[src/rtl/fpu_pkg.sv]
`default_nettype none
// ============================================================================
// Module      : fpu_pkg
// Description : Shared types and constants for the single-precision add/sub unit.
// Revision    : 1.0 - initial release
// ============================================================================
package fpu_pkg;

    typedef enum logic [1:0] {
        OP_ADD = 2'b00,
        OP_SUB = 2'b01
    } fpu_op_e;

    typedef enum logic [2:0] {
        IDLE  = 3'd0,
        ALIGN = 3'd1,
        ADD   = 3'd2,
        NORM  = 3'd3,
        ROUND = 3'd4,
        DONE  = 3'd5
    } fpu_state_e;

    localparam int          EXP_BIAS = 127;
    localparam logic [31:0] QNAN     = 32'h7FC0_0000;
    localparam logic [31:0] POS_INF  = 32'h7F80_0000;

endpackage
`default_nettype wire

[src/rtl/fpu_lzc.sv]
`default_nettype none
// ============================================================================
// Module      : fpu_lzc
// Description : Combinational 27-bit leading-zero counter (27 for all-zero).
// Revision    : 1.0 - initial release
// ============================================================================
module fpu_lzc (
    input  logic [26:0] i_data,
    output logic [4:0]  o_count
);

    // Ascending scan: the most significant set bit is the last one to win.
    always_comb begin
        o_count = 5'd27;
        for (int i = 0; i < 27; i++) begin
            if (i_data[i]) begin
                o_count = 5'(26 - i);
            end
        end
    end

endmodule
`default_nettype wire

[src/rtl/fpu_addsub.sv]
`default_nettype none
// ============================================================================
// Module      : fpu_addsub
// Description : Multi-cycle IEEE-754 single-precision add/sub, RNE, flush-to-zero.
// Revision    : 1.0 - initial release
// ============================================================================
module fpu_addsub
    import fpu_pkg::*;
#(
    parameter int FTZ = 1
) (
    input  logic        clk_i,
    input  logic        rst_ni,
    input  logic        start_i,
    input  logic [1:0]  fpu_op_i,
    input  logic [31:0] op_a_i,
    input  logic [31:0] op_b_i,
    output logic        busy_o,
    output logic        valid_o,
    output logic [31:0] result_o,
    output logic        invalid_o,
    output logic        overflow_o,
    output logic        underflow_o,
    output logic        inexact_o
);

    localparam logic c_ftz = (FTZ != 0);

    fpu_state_e  r_state, w_state_next;

    logic [31:0] r_a, r_b;
    logic        r_rsvd;
    logic        r_sign_l, r_eff_sub;
    logic [7:0]  r_exp_l;
    logic [26:0] r_man_l, r_man_s;
    logic        r_spec, r_spec_inv;
    logic [31:0] r_spec_res;
    logic [27:0] r_sum;
    logic [26:0] r_man_n;
    logic [9:0]  r_exp_n;
    logic        r_zero;
    logic [31:0] r_res;
    logic        r_inv, r_ovf, r_unf, r_inx;

    always_comb begin
        w_state_next = r_state;
        case (r_state)
            IDLE:    if (start_i) w_state_next = ALIGN;
            ALIGN:   w_state_next = ADD;
            ADD:     w_state_next = NORM;
            NORM:    w_state_next = ROUND;
            ROUND:   w_state_next = DONE;
            DONE:    w_state_next = IDLE;
            default: w_state_next = IDLE;
        endcase
    end

    // Operand classification and alignment
    logic        w_a_nan, w_b_nan, w_a_inf, w_b_inf, w_a_zero, w_b_zero, w_a_ge;
    logic [31:0] w_big, w_small;
    logic [7:0]  w_diff;
    logic [26:0] w_man_sm, w_mask, w_man_s;
    logic        w_spec, w_spec_inv;
    logic [31:0] w_spec_res;

    always_comb begin
        w_a_nan  = (r_a[30:23] == 8'hFF) && (r_a[22:0] != 23'd0);
        w_b_nan  = (r_b[30:23] == 8'hFF) && (r_b[22:0] != 23'd0);
        w_a_inf  = (r_a[30:23] == 8'hFF) && (r_a[22:0] == 23'd0);
        w_b_inf  = (r_b[30:23] == 8'hFF) && (r_b[22:0] == 23'd0);
        w_a_zero = (r_a[30:23] == 8'h00) && ((r_a[22:0] == 23'd0) || c_ftz);
        w_b_zero = (r_b[30:23] == 8'h00) && ((r_b[22:0] == 23'd0) || c_ftz);

        w_a_ge   = (r_a[30:0] >= r_b[30:0]);
        w_big    = w_a_ge ? r_a : r_b;
        w_small  = w_a_ge ? r_b : r_a;
        w_diff   = w_big[30:23] - w_small[30:23];
        w_man_sm = {1'b1, w_small[22:0], 3'b000};
        w_mask   = (27'd1 << w_diff) - 27'd1;
        if (w_diff >= 8'd27) begin
            w_man_s = 27'd1;
        end else begin
            w_man_s = (w_man_sm >> w_diff) | {26'd0, |(w_man_sm & w_mask)};
        end

        w_spec     = 1'b1;
        w_spec_inv = 1'b0;
        w_spec_res = QNAN;
        if (r_rsvd) begin
            w_spec_inv = 1'b1;
        end else if (w_a_nan || w_b_nan) begin
            w_spec_inv = (w_a_nan && !r_a[22]) || (w_b_nan && !r_b[22]);
        end else if (w_a_inf && w_b_inf) begin
            if (r_a[31] == r_b[31]) w_spec_res = r_a;
            else                    w_spec_inv = 1'b1;
        end else if (w_a_inf) begin
            w_spec_res = r_a;
        end else if (w_b_inf) begin
            w_spec_res = r_b;
        end else if (w_a_zero && w_b_zero) begin
            w_spec_res = {r_a[31] & r_b[31], 31'd0};
        end else if (w_a_zero) begin
            w_spec_res = r_b;
        end else if (w_b_zero) begin
            w_spec_res = r_a;
        end else begin
            w_spec = 1'b0;
        end
    end

    logic [4:0] w_lz;

    fpu_lzc u_lzc (
        .i_data  (r_sum[26:0]),
        .o_count (w_lz)
    );

    // Rounding: bits [2:0] of the normalised mantissa are guard/round/sticky
    logic        w_rnd_up, w_inexact, w_exp_le0, w_ovf;
    logic [24:0] w_mant_r;
    logic [9:0]  w_exp_r;
    logic [22:0] w_frac_r;

    always_comb begin
        w_rnd_up  = r_man_n[2] & (r_man_n[1] | r_man_n[0] | r_man_n[3]);
        w_inexact = |r_man_n[2:0];
        w_mant_r  = {1'b0, r_man_n[26:3]} + {24'd0, w_rnd_up};
        w_exp_r   = r_exp_n + {9'd0, w_mant_r[24]};
        w_frac_r  = w_mant_r[24] ? w_mant_r[23:1] : w_mant_r[22:0];
        w_exp_le0 = r_exp_n[9] || (r_exp_n == 10'd0);
        w_ovf     = !w_exp_r[9] && (w_exp_r >= 10'd255);
    end

    always_ff @(posedge clk_i) begin
        case (r_state)
            IDLE: begin
                if (start_i) begin
                    r_a    <= op_a_i;
                    r_b    <= op_b_i ^ {(fpu_op_i == OP_SUB), 31'd0};
                    r_rsvd <= fpu_op_i[1];
                    r_inv  <= 1'b0;
                    r_ovf  <= 1'b0;
                    r_unf  <= 1'b0;
                    r_inx  <= 1'b0;
                end
            end
            ALIGN: begin
                r_sign_l   <= w_big[31];
                r_exp_l    <= w_big[30:23];
                r_man_l    <= {1'b1, w_big[22:0], 3'b000};
                r_man_s    <= w_man_s;
                r_eff_sub  <= r_a[31] ^ r_b[31];
                r_spec     <= w_spec;
                r_spec_inv <= w_spec_inv;
                r_spec_res <= w_spec_res;
            end
            ADD: begin
                r_sum <= r_eff_sub ? ({1'b0, r_man_l} - {1'b0, r_man_s})
                                   : ({1'b0, r_man_l} + {1'b0, r_man_s});
            end
            NORM: begin
                r_zero <= (r_sum == 28'd0);
                if (r_sum[27]) begin
                    r_man_n <= {r_sum[27:2], r_sum[1] | r_sum[0]};
                    r_exp_n <= {2'b00, r_exp_l} + 10'd1;
                end else begin
                    // Keep the sticky bit alive when shifting left after a borrow
                    r_man_n <= (r_sum[26:0] << w_lz) | {26'd0, r_sum[0]};
                    r_exp_n <= {2'b00, r_exp_l} - {5'd0, w_lz};
                end
            end
            ROUND: begin
                r_inv <= 1'b0;
                r_ovf <= 1'b0;
                r_unf <= 1'b0;
                r_inx <= 1'b0;
                if (r_spec) begin
                    r_res <= r_spec_res;
                    r_inv <= r_spec_inv;
                end else if (r_zero) begin
                    r_res <= 32'd0;
                end else if (w_exp_le0) begin
                    r_res <= {r_sign_l, 31'd0};
                    r_unf <= 1'b1;
                    r_inx <= 1'b1;
                end else if (w_ovf) begin
                    r_res <= POS_INF | {r_sign_l, 31'd0};
                    r_ovf <= 1'b1;
                    r_inx <= 1'b1;
                end else begin
                    r_res <= {r_sign_l, w_exp_r[7:0], w_frac_r};
                    r_inx <= w_inexact;
                end
            end
            default: ;
        endcase
    end

    always_ff @(posedge clk_i or negedge rst_ni) begin
        if (!rst_ni) begin
            r_state     <= IDLE;
            valid_o     <= 1'b0;
            result_o    <= 32'd0;
            invalid_o   <= 1'b0;
            overflow_o  <= 1'b0;
            underflow_o <= 1'b0;
            inexact_o   <= 1'b0;
        end else begin
            r_state <= w_state_next;
            valid_o <= (r_state == DONE);
            if (r_state == DONE) begin
                result_o    <= r_res;
                invalid_o   <= r_inv;
                overflow_o  <= r_ovf;
                underflow_o <= r_unf;
                inexact_o   <= r_inx;
            end
        end
    end

    assign busy_o = (r_state != IDLE);

endmodule
`default_nettype wire

[config.mk]
export PLATFORM = sky130hd
export DESIGN_NAME = fpu_addsub
export DESIGN_NICKNAME = d
export VERILOG_FILES = /design/src/rtl/fpu_pkg.sv /design/src/rtl/fpu_lzc.sv /design/src/rtl/fpu_addsub.sv
export SDC_FILE = /design/constraint.sdc
export NUM_CORES = 1
export LEC_CHECK = 0
export BUFFER_PORTS_ARGS = -buffer_cell sky130_fd_sc_hd__buf_2
export CORE_MARGIN = 2
export CORE_UTILIZATION = 40
export DETAILED_ROUTE_END_ITERATION = 10
export PLACE_DENSITY = 0.6
export SKIP_CTS_REPAIR_TIMING = 1
export SLEW_MARGIN = 20
export SYNTH_ARGS = -nofsm -noshare
export SYNTH_HDL_FRONTEND = slang
export SYNTH_SLANG_ARGS = --single-unit
[constraint.sdc]
create_clock -name clk_i -period 9.25 [get_ports clk_i]
set_clock_uncertainty 0.2 [all_clocks]
set_input_delay 0 -clock clk_i [delete_from_list [all_inputs] [get_ports clk_i]]
set_output_delay 0 -clock clk_i [all_outputs]
set_load 0.01 [all_outputs]
==> flow_metrics.env <==
export IMPL_outcome="finished, violations left"
export IMPL_failed_checks="hold timing"
export IMPL_ys_warn_count=0
export IMPL_setup_tns_final_ps=0
export IMPL_wl_mm=58.85
export IMPL_r2r_slack_ps=3030
export IMPL_cp_max_fo=40
export IMPL_power_per_cell_area_nw_per_um2=347.2
export IMPL_crit_type="reg -> reg"
export IMPL_syn_avg_cell_area_um2=9.499
export IMPL_fin_nets=2356
export IMPL_p_leak_nw=8.816
export IMPL_crit_required_ps=9340
export IMPL_grt_pass1_wl_mm=87.45
export IMPL_cap_violations=0
export IMPL_grt_max_degree=79
export IMPL_worstMarginPinSlew_ps=1032
export IMPL_dr_pass1_iters=6
export IMPL_synth_xor_area_share_pct=3.098
export IMPL_yosysTopAreaCell="edfxtp_1"
export IMPL_rsz0062_at_grt="false"
export IMPL_core_um2=47450
export IMPL_fmax_mhz=160.7
export IMPL_yosysSeqAreaShare_pct=46.27
export IMPL_cp_cell_sequence="inv_1, ha_1, buf_4, nand4_1, or4_4, o211a_1, nand2_2, nor2_1, a21oi_1, ha_1, inv_1, a31o_1, a221oi_1, o2111a_2, and2b_1, nand3_1, a21oi_1, o2111a_1, nand3_1"
export IMPL_cp_slowest_cell="o211a_1"
export IMPL_vdd_drop_max_mv=0.1873
export IMPL_maxSlewViolCount=0
export IMPL_routedWlPerCell_um=20.71
export IMPL_r2r_end="r_man_s[0]$_SDFFCE_PP1P_"
export IMPL_vias=16472
export IMPL_worstHoldStart="fpu_op_i[1]"
export IMPL_grt_usage_pct=22.69
export IMPL_drtIter0Drc=1844
export IMPL_worst_setup_path_end_kind="register"
export IMPL_hpwlAfterDp_mm=42.88
export IMPL_clkLatencyLatePin_ps=560
export IMPL_die_h_um=222.5
export IMPL_drive_above_1_share_pct=11.06
export IMPL_clock_root_buffer="clkbuf_16"
export IMPL_tritoncts="done"
export IMPL_die_area_um2=49520
export IMPL_num_rows=80
export IMPL_viasPerCell=5.798
export IMPL_netlist_area_um2=19100
export IMPL_syn_nets=2171
export IMPL_slowest_delay_ps=610
export IMPL_min_to="r_rsvd$_DFFE_PP_"
export IMPL_cp_top_family="compound AO/OA/AOI/OAI gates"
export IMPL_post_route_util_pct=47.64
export IMPL_synth_compound_area_share_pct=17.20
export IMPL_synth_edf_count=261
export IMPL_post_route_drc_count=0
export IMPL_postRouteAntennaNets=0
export IMPL_max_slew_margin_pct=31.20
export IMPL_finalPower_mw=7.849
export IMPL_fin_crit_ps=6225
export IMPL_r2r_start="r_b[23]$_DFFE_PP_"
export IMPL_mostFrequentLayoutCells="nand2_1 (303), edfxtp_1 (261), a21oi_1 (161), nor2_1 (148), o21ai_0 (133)"
export IMPL_synth_top_family_by_area="simple AND/OR/NAND/NOR gates"
export IMPL_clkSinkCount=301
export IMPL_path_buf_inv=3
export IMPL_gp_routability_congestion=0.9506
export IMPL_whs_ps=-0.08493
export IMPL_rr_worst_depth=19
export IMPL_fp_dieW_um=222.5
export IMPL_synth_simple_area_share_pct=17.35
export IMPL_asyncSetResetFlopFracSynth_pct=13.29
export IMPL_synthMuxAreaShare_pct=5.672
export IMPL_min_delay_path_depth=2
export IMPL_htreeDepth=2
export IMPL_synth_top_area_share_pct=41.03
export IMPL_hold_viol=1
export IMPL_initial_core_util_pct=40.26
export IMPL_grt_pass1_vias=14889
export IMPL_cp_arrival_ps=6320
export IMPL_path_clk_slew_ps=60
export IMPL_post_route_period_util_pct=67.29
export IMPL_grt_overflow_total=0
export IMPL_yosys_top_cells_area="edfxtp_1 (41%), nand2_1 (6.0%), ha_1 (5.8%), dfrtp_1 (5.2%), a21oi_1 (4.2%)"
export IMPL_syn_inst=2011
export IMPL_clockBufferDepth=3
export IMPL_hp_class="in -> reg"
export IMPL_ys_types=93
export IMPL_synth_seq_cells=301
export IMPL_startpoint_type="register"
export IMPL_cts_buffers=36
export IMPL_setup_viol=0
export IMPL_syn_to_final_growth_pct=18.33
export IMPL_io_buffers=106
export IMPL_layout_commonest_cell="nand2_1"
export IMPL_antenna_found_initial=1
export IMPL_synth_fa_ha_area_share_pct=6.039
export IMPL_synth_ff_type="edfxtp_1"
export IMPL_io_pins=107
[synth_stat cells (7+ instances only)]
| cell type | instances |
|---|---|
| nor4_1 | 26 |
| buf_1 | 13 |
| xnor2_1 | 38 |
| a221oi_1 | 8 |
| o31ai_1 | 14 |
| nand2_1 | 304 |
| o21bai_1 | 10 |
| buf_2 | 11 |
| inv_1 | 103 |
| o22ai_1 | 15 |
| a211oi_1 | 27 |
| and3_1 | 19 |
| o211ai_1 | 14 |
| xor2_1 | 24 |
| o21a_1 | 12 |
| and2_1 | 14 |
| a21oi_1 | 161 |
| mux2_2 | 13 |
| mux4_2 | 9 |
| nand4_1 | 21 |
| or2_2 | 8 |
| nor3b_1 | 7 |
| nand2b_1 | 17 |
| clkbuf_1 | 80 |
| nor2b_1 | 16 |
| o21ai_0 | 133 |
| nand3_1 | 55 |
| ha_1 | 89 |
| a21o_1 | 11 |
| or3_1 | 7 |
| mux2i_1 | 72 |
| dfrtp_1 | 40 |
| nor3_1 | 47 |
| edfxtp_1 | 261 |
| a22oi_1 | 28 |
| o31a_1 | 9 |
| a31oi_1 | 21 |
| nor2_1 | 149 |
[routing by layer]
metal | share of wire, % | up-vias | GRT usage, %
met1 | 45 | 7881 | 31.75
met2 | 46 | 720 | 35.89
met5 | 0 | - | 0
met3 | 6.1 | 128 | 2.751
li1 | - | 7743 | -
met4 | 3.6 | 0 | 8.941
[stage by stage]
stage	std cells	cell area, um^2	hold WS (ps)	setup WS (ps)
3_5_place_dp	2652	20230	-37.00	3154
2_1_floorplan	2011	19100	-495.6	925.5
5_1_grt	2839	22600	-4.365	2698
3_3_place_gp	2652	20230	-46.98	3310
6_report	2841	22610	-0.08493	3025
4_1_cts	2718	21380	-622.5	3151
[sequential cells by signal (all words and copies together) (netlist names), 3 cells and up]
| name | count |
|---|---|
| r_state | 3 |
| r_b | 32 |
| r_man_n | 27 |
| r_res | 32 |
| r_exp_l | 8 |
| r_man_s | 27 |
| r_exp_n | 10 |
| r_spec_res | 32 |
| result_o | 32 |
| r_sum | 28 |
| r_man_l | 23 |
| r_a | 32 |
[cells by family after synthesis]
family	after synthesis
flip-flops	301
adder cells (fa/ha/maj)	91
XOR/XNOR	65
multiplexers	95
buffers and inverters	216
AND/OR/NAND/NOR	720
AO/OA/AOI/OAI	523
[how the worst max path moves through the flow]
stage                            from                        to  slack [ps]  cells after the start
2_1_floorplan  r_state[2]$_DFFE_PN0P_    r_state[1]$_DFFE_PN0P_         930                      2
3_3_place_gp        r_b[23]$_DFFE_PP_  r_man_s[0]$_SDFFCE_PP1P_        3310                     19
3_5_place_dp        r_b[23]$_DFFE_PP_  r_man_s[0]$_SDFFCE_PP1P_        3150                     19
4_1_cts             r_b[23]$_DFFE_PP_  r_man_s[0]$_SDFFCE_PP1P_        3150                     19
5_1_grt             r_b[23]$_DFFE_PP_  r_man_s[0]$_SDFFCE_PP1P_        2700                     19
6_report            r_b[23]$_DFFE_PP_  r_man_s[0]$_SDFFCE_PP1P_        3030                     19
[power by group]
group,switching (mW),leakage [nW],internal (mW)
sequential,0.395,2.90,2.11
combinational,2.52,5.36,1.44
clock,0.575,0.555,0.816
[final cells by class]
cell class                 instances  area, um^2
fill                            4381       24840
multi-input combinational       1494        9484
sequential                       301        8838
timing repair buffer             253        1937
clock buffer                      51       997.2
tap                              615       769.5
inverter                         110       412.9
clock inverter                    15       161.4
antenna                            2       5.005
Power figures use the tool's default switching activity.
